`src/rtl/seg7_scan_driver_pkg.sv`:
```
// Shared display definitions for the multiplexed seven-segment driver.
package seg7_scan_driver_pkg;

  localparam int unsigned DIGITS  = 8;
  localparam int unsigned IDX_W   = 3;
  localparam int unsigned NIB_W   = 4;
  localparam int unsigned DATA_W  = DIGITS * NIB_W;
  localparam int unsigned GLYPH_W = 7;
  localparam int unsigned SEG_W   = 8;
  localparam int unsigned GLYPHS  = 16;

  localparam logic [DIGITS-1:0] AN_OFF  = 8'hFF;
  localparam logic [SEG_W-1:0]  SEG_OFF = 8'hFF;

  // Active-low gfedcba glyphs; entry 15 first so index n holds the glyph for hex n.
  localparam logic [GLYPHS-1:0][GLYPH_W-1:0] GLYPH_TABLE = {
    7'h0E, 7'h06, 7'h21, 7'h46, 7'h03, 7'h08, 7'h10, 7'h00,
    7'h78, 7'h02, 7'h12, 7'h19, 7'h30, 7'h24, 7'h79, 7'h40
  };

  // One registered pin update: digit enables plus segment pattern.
  typedef struct packed {
    logic [DIGITS-1:0] an;
    logic [SEG_W-1:0]  seg;
  } disp_out_t;

  // Active-low one-hot enable for the selected digit.
  function automatic logic [DIGITS-1:0] digit_enable(input logic [IDX_W-1:0] idx);
    return ~(DIGITS'(1) << idx);
  endfunction

endpackage

```
`src/rtl/seg7_scan_driver_hex_to_seg7.sv`:
```
// Combinational hex nibble to active-low seven-segment glyph decoder.
module hex_to_seg7
  import seg7_scan_driver_pkg::*;
(
  input  logic [NIB_W-1:0]   nib,
  output logic [GLYPH_W-1:0] seg_c
);

  // Table lookup of the glyph for the nibble.
  always_comb begin
    seg_c = GLYPH_TABLE[nib];
  end

endmodule

```
`src/rtl/seg7_scan_driver.sv`:
```
// Eight-digit time-multiplexed seven-segment driver with shadow capture,
// leading-zero blanking, per-digit decimal points and halt blinking.
module seg7_scan_driver
  import seg7_scan_driver_pkg::*;
#(
  parameter int unsigned SCAN_DIV    = 100000,
  parameter int unsigned BLINK_SHIFT = 24
)
(
  input  logic              clk,
  input  logic              rst,
  input  logic [DATA_W-1:0] data,
  input  logic              load,
  input  logic              freeze,
  input  logic              blank_lz,
  input  logic [DIGITS-1:0] dp_mask,
  input  logic              blink,
  output logic [DIGITS-1:0] AN,
  output logic [SEG_W-1:0]  SEG
);

  localparam int unsigned DIV_W   = (SCAN_DIV > 1) ? $clog2(SCAN_DIV) : 1;
  localparam int unsigned BLINK_W = BLINK_SHIFT + 1;
  localparam logic [DIV_W-1:0] DIV_LAST = DIV_W'(SCAN_DIV - 1);

  logic [DATA_W-1:0]  shadow;
  logic [DIV_W-1:0]   div_cnt;
  logic [IDX_W-1:0]   idx;
  logic [BLINK_W-1:0] blink_cnt;
  disp_out_t          disp_q;

  logic [DATA_W-1:0]  upper_c;
  logic [NIB_W-1:0]   nib_c;
  logic [GLYPH_W-1:0] glyph_c;
  logic               slot_end_c;
  logic               blank_c;
  logic               dark_c;
  disp_out_t          disp_next_c;

  // Glyph for the digit currently being scanned.
  hex_to_seg7 u_hex_to_seg7 (
    .nib   (nib_c),
    .seg_c (glyph_c)
  );

  // Shadow capture; freeze holds the shown value regardless of load.
  always_ff @(posedge clk) begin
    if (!rst) begin
      shadow <= '0;
    end else if (load && !freeze) begin
      shadow <= data;
    end
  end

  // Slot divider and digit index; the index steps on the last cycle of a slot.
  always_ff @(posedge clk) begin
    if (!rst) begin
      div_cnt <= '0;
      idx     <= '0;
    end else if (slot_end_c) begin
      div_cnt <= '0;
      idx     <= idx + IDX_W'(1);
    end else begin
      div_cnt <= div_cnt + DIV_W'(1);
    end
  end

  // Free-running blink phase counter.
  always_ff @(posedge clk) begin
    if (!rst) begin
      blink_cnt <= '0;
    end else begin
      blink_cnt <= blink_cnt + BLINK_W'(1);
    end
  end

  // Digit selection, leading-zero test and blanking of the next pin state.
  always_comb begin
    slot_end_c      = (div_cnt == DIV_LAST);
    upper_c         = shadow >> {idx, 2'b00};
    nib_c           = upper_c[NIB_W-1:0];
    blank_c         = blank_lz && (idx != '0) && (upper_c == '0);
    dark_c          = blink && blink_cnt[BLINK_W-1];
    disp_next_c.an  = digit_enable(idx);
    disp_next_c.seg = {~dp_mask[idx], glyph_c};
    if (blank_c || dark_c) begin
      disp_next_c.an  = AN_OFF;
      disp_next_c.seg = SEG_OFF;
    end
  end

  // AN and SEG share one register so they always change on the same edge.
  always_ff @(posedge clk) begin
    if (!rst) begin
      disp_q.an  <= AN_OFF;
      disp_q.seg <= SEG_OFF;
    end else begin
      disp_q <= disp_next_c;
    end
  end

  assign AN  = disp_q.an;
  assign SEG = disp_q.seg;

endmodule
```
`config.mk`:
```
export PLATFORM = sky130hd
export DESIGN_NAME = seg7_scan_driver
export DESIGN_NICKNAME = d
export VERILOG_FILES = /design/src/rtl/seg7_scan_driver_pkg.sv /design/src/rtl/seg7_scan_driver_hex_to_seg7.sv /design/src/rtl/seg7_scan_driver.sv
export SDC_FILE = /design/constraint.sdc
export NUM_CORES = 1
export LEC_CHECK = 0
export ABC_AREA = 1
export ABC_CLOCK_PERIOD_IN_PS = 2200
export CELL_PAD_IN_SITES_DETAIL_PLACEMENT = 0
export CELL_PAD_IN_SITES_GLOBAL_PLACEMENT = 1
export CORE_MARGIN = 2
export CORE_UTILIZATION = 39
export CTS_CLUSTER_SIZE = 25
export DETAILED_ROUTE_END_ITERATION = 7
export GPL_ROUTABILITY_DRIVEN = 0
export PLACE_DENSITY = 0.89
export SETUP_SLACK_MARGIN = 0.02
export SLEW_MARGIN = 15
export SYNTH_ARGS = -nofsm -noshare
export SYNTH_HDL_FRONTEND = slang
export SYNTH_HIERARCHICAL = 1
export SYNTH_SLANG_ARGS = --single-unit
```
`constraint.sdc`:
```
create_clock -name clk -period 2.2 [get_ports clk]
set_input_delay 0.22 -clock clk [delete_from_list [all_inputs] [get_ports clk]]
set_output_delay 0.22 -clock clk [all_outputs]
set_load 0.1 [all_outputs]
```
Yosys cells after proc, flatten, opt, wreduce, memory -nomap -nowiden
Memories as Yosys holds them, arrays and structs flattened. A register that Yosys moved wholly into a read port is not among the register bits.
Index checks and enable logic that the tools add are counted.

storage, ports and cells
  register bits = 93
  ROM bits = 112
  input bits = 46
  output and inout port bits = 16
  word-level logic and storage cells = 31
  memories = 1

memory list
  name             words  bits a word  rd ports  clocked after Yosys merged registers in  wr ports  RTL line                            RTL
  (no name shown)  16     7            1         1                                        0         seg7_scan_driver_hex_to_seg7.sv:11  seg_c = GLYPH_TABLE[nib];

cells by class
  $add $sub $neg = 3
  $lt $le $gt $ge = 2
  eq/ne operators = 1
  shift operators = 2
  muxes and demuxes = 3
  bitwise gates (word level) = 3
  reductions and logical operators = 10

operator list
  kind                                                                  number
  32-bit logical NOT                                                    1
  32-bit by 5-bit >> shifter with 32-bit output                         1
  25-bit by 1-bit adder with 25-bit output, second input constant       1
  17-bit by 1-bit adder with 17-bit output, second input constant       1
  17-bit == test, second input constant                                 1
  8-bit inverter                                                        1
  1-bit by 3-bit left shift with 8-bit output, first input constant     1
  7-bit 2-to-1 mux                                                      1
  4-bit by 5-bit < comparator with 1-bit output, second input constant  1
  1-bit logical AND                                                     4
  3-bit by 4-bit < comparator with 1-bit output, second input constant  1
  2-bit OR reduction                                                    2
  3-bit by 1-bit adder with 3-bit output, second input constant         1
  1-bit binary-select mux with 3-bit select                             1
  3-bit nonzero test                                                    1
  1-bit inverter                                                        2
  1-bit logical NOT                                                     1
  1-bit logical OR                                                      1
  1-bit 2-to-1 mux                                                      1

Depth between registers and ports, before layout
  depth after elaboration = 5
  mapped depth = 15

Cells and area by module
Netlist, hierarchy kept.

modules (own cells, without submodules)
  module            instances  cells each  area each (sq um)
  seg7_scan_driver  1          692         4,574.4
  hex_to_seg7       1          49          274.0

Least setup slack after synthesis
OpenSTA, ideal clock, no wires.

  path type = reg2reg
  start point = reg idx[0]
  end point = reg SEG[3] (netlist name)
  arrival = 1,776 ps
  required time = 2,066 ps
  slack = 290 ps
  cell stages (with the launch flop) = 13
  buffers on the path = 1
  cells stage by stage = dfxtp_1 buf_4 nand2_1 nand3_1 nand2_1 o21ai_1 inv_1 ha_1 nand2_1 nand3_1 nand2_1 inv_1 nand3_1

between the ends
  longest elaborated chain between the ends = 5

RTL lines
  item                                             RTL line                RTL
  from (decl)                                      seg7_scan_driver.sv:28  logic [IDX_W-1:0] idx;
  from (signal assigned)                           seg7_scan_driver.sv:62  idx <= idx + IDX_W'(1);
  32-bit by 5-bit >> shifter with 32-bit output *  seg7_scan_driver.sv:80  upper_c = shadow >> {idx, 2'b00};
  named net upper_c[0]                             seg7_scan_driver.sv:32  logic [DATA_W-1:0] upper_c;
  32-bit logical NOT                               seg7_scan_driver.sv:82  blank_c = blank_lz && (idx != '0) && (upper_c == '0);
  1-bit logical AND                                seg7_scan_driver.sv:82
  1-bit logical OR                                 seg7_scan_driver.sv:86  if (blank_c || dark_c) begin
  2-bit OR reduction (no line)                     -

The timed path passes the listed nets; every way through them passes the cells marked *.
A chain may end at the register's enable or synchronous reset.

Worst setup path after layout
  start point = reg idx[1]
  end point = reg SEG[3] (netlist name)

between the ends
  longest elaborated chain between the ends = 5

RTL lines
  item                                             RTL line
  32-bit by 5-bit >> shifter with 32-bit output *  seg7_scan_driver.sv:80
  named net upper_c[0]                             seg7_scan_driver.sv:32
  32-bit logical NOT                               seg7_scan_driver.sv:82
  1-bit logical AND                                seg7_scan_driver.sv:82
  1-bit logical OR                                 seg7_scan_driver.sv:86
  2-bit OR reduction (no line)                     -

Marks and branches as above.

==> impl_metrics.env <==
export IMPL_wl_um=12210
export IMPL_p_per_area_nw_per_um2=695.3
export IMPL_cts_setup_buffers=0
export IMPL_critPathKind="reg2reg"
export IMPL_cp_arrival_ns=2.25
export IMPL_fp_row_count=40
export IMPL_port_buffers=61
export IMPL_layout_commonest_cell="nand2_1"
export IMPL_rsz0062_at_grt="no"
export IMPL_hold_viol=0
export IMPL_nNetsFinal=865
export IMPL_final_cells=977
export IMPL_holdCritPathClass="reg2reg"
export IMPL_dp_hpwl_um=9194
export IMPL_synthTopCellsByArea="dfxtp_1 (38%), nand2_1 (14%), nand3_1 (7.7%)"
export IMPL_crit_fanout=16
export IMPL_ctsHoldBuffers=0
export IMPL_cts_root_buffer="clkbuf_16"
export IMPL_finClkSkew_ns=0.006867
export IMPL_insertedDiodeCount=0
export IMPL_die_y_um=115.5
export IMPL_clk_pin_slew_ns=0.07
export IMPL_cts_buffers=9
export IMPL_first_global_vias=4402
export IMPL_ir_drop_uv=376.4
export IMPL_syn_inst=741
export IMPL_cts_tree="built"
export IMPL_clk_latency_ns=0.35
export IMPL_status="finished, final reports clean"
export IMPL_max_cap_violations=0
export IMPL_synth_seq_area_share_pct=38.40
export IMPL_worstMarginPinSlew_ns=0.4191
export IMPL_synth_seq_cells=93
export IMPL_syn_to_final_growth_pct=24.23
export IMPL_power_uw=4188
export IMPL_power_leakage_uw=0.002571
export IMPL_setup_tns_ns=0
export IMPL_period_share_pct=92.16
export IMPL_drive_gt1_share_pct=8.035
export IMPL_grt_first_pass_wirelength_um=20640
export IMPL_ios=62
export IMPL_clock_sinks=93
export IMPL_worstSetupStartpointType="flip-flop"
export IMPL_routedWlPerCell_um=12.50
export IMPL_synth_area_um2=4848
export IMPL_drt_iter0_markers=389
export IMPL_ant_nets=0
export IMPL_layout_common_cells="nand2_1 (185), nor2_1 (93), dfxtp_1 (92)"
export IMPL_period_minus_slack_ns=2.028
export IMPL_grt_use_total_pct=19.39
export IMPL_synth_ff_type="dfxtp_1"
export IMPL_grt_start_max_net_pins=50
export IMPL_antenna_found_initial=0
export IMPL_core_area_um2=12060
export IMPL_avgSynthCellArea_um2=6.543
export IMPL_vias=4734
export IMPL_die_area_um2=13340
export IMPL_drv_slew=0
export IMPL_cts_max_path_buffers=2
export IMPL_via_per_inst=4.845
export IMPL_drc=0
export IMPL_synth_area_leader_cell="dfxtp_1"
export IMPL_syn_nets=802
export IMPL_yosysTopAreaCellShare_pct=38.40
export IMPL_die_width_um=115.5
export IMPL_async_flop_share_pct=0
export IMPL_yosys_warnings=6
export IMPL_dp_cells=961
export IMPL_fmax_mhz=493.2
export IMPL_setup_viol_count_final=0
export IMPL_slew_limit_headroom_pct=72.06
export IMPL_first_pass_iters=5
export IMPL_cts_htree_levels=3
export IMPL_synth_edf_count=0
export IMPL_synth_distinct_cells=32
export IMPL_start_util_pct=40.20
export IMPL_cp_required_ns=2.42
export IMPL_overflow=0
export IMPL_critPathCaptureType="flip-flop"
[logic make-up (layout without fill, tap and decap cells)]
group	Yosys count	after routing	share of synthesized area [%]
AO/OA/AOI/OAI	114	114	12.13
adder cells (fa/ha/maj)	15	15	3.871
flip-flops	93	93	38.40
XOR/XNOR	11	11	1.987
AND/OR/NAND/NOR	392	392	33.83
buffers and inverters	116	184	9.780
[registers in the layout, indices dropped and copies added, names as in the netlist]
signal     flops
blink_cnt     25
SEG            8
shadow        32
idx            3
div_cnt       17
AN             8
[routing by layer]
metal  part of all wire (%)  vias up  GRT usage, %
li1                       -     2486             -
met1                     47     2119         25.21
met2                     46      109         31.62
met3                    4.6       20         4.603
met4                    1.8        0         6.667
met5                      0        -             0
[cell usage after synthesis (all sizes together), types with 2 or more instances]
library cell / number
clkbuf: 15
nor3: 18
and3: 2
nand4: 8
ha: 15
buf: 15
or2: 5
dfxtp: 93
a21oi: 46
xnor2: 5
xor2: 6
nor3b: 2
nand3: 75
o21ai: 63
nor2: 93
inv: 86
nand2: 187
[critical path, cell delays in order, from the launching register on]
cell and delay (ns):
dfxtp_1 0.44, inv_2 0.18, nand3_1 0.17, nand2_1 0.08, o21ai_1 0.21, inv_1 0.15
ha_1 0.35, nand2_1 0.06, nand3_1 0.08, nand2_1 0.05, inv_1 0.04, nand3_1 0.06
[metrics by stage]
stage / hold slack [ns] / utilization, % / area [um2] / worst slack [ns]
after floorplan: 0.3549 / - / 4848 / 0.2903
after global placement: 0.4233 / 46.83 / 5648 / 0.2384
after CTS: 0.4446 / 49.84 / 6012 / 0.1902
final: 0.4415 / 49.94 / 6023 / 0.1725
after global routing: 0.4570 / 49.94 / 6023 / 0.03261
after detailed placement: 0.4360 / 46.83 / 5648 / 0.1939
[where the power goes]
group          switching, uW  internal, uW
combinational            323           196
sequential              38.6          1750
clock                    659          1230
[final cells by class]
| type | count | area [um2] |
|---|---|---|
| Clock buffer | 10 | 229.0 |
| Fill cell | 1186 | 6038 |
| Sequential cell | 93 | 1863 |
| Multi-Input combinational cell | 532 | 2520 |
| Tap cell | 168 | 210.2 |
| Timing Repair Buffer | 82 | 740.7 |
| Clock inverter | 6 | 135.1 |
| Inverter | 86 | 325.3 |
[what timing repair did]
| action | in CTS | in global routing |
|---|---|---|
| resized for setup | 0 | 5 |
| endpoints found under the hold margin | 0 | 0 |
| endpoints found under the setup margin | 0 | 18 |
[path summary, 6_finish.rpt]
| kind | from | end | slack [ns] | cells past startpoint |
|---|---|---|---|---|
| max | idx[1] | SEG[3] | 0.17 | 11 |
| min | div_cnt[0] | div_cnt[0] | 0.44 | 1 |
| max reg2reg | idx[1] | SEG[3] | 0.17 | 11 |
| min reg2reg | div_cnt[0] | div_cnt[0] | 0.44 | 1 |
(Power assumes the default switching activity.)
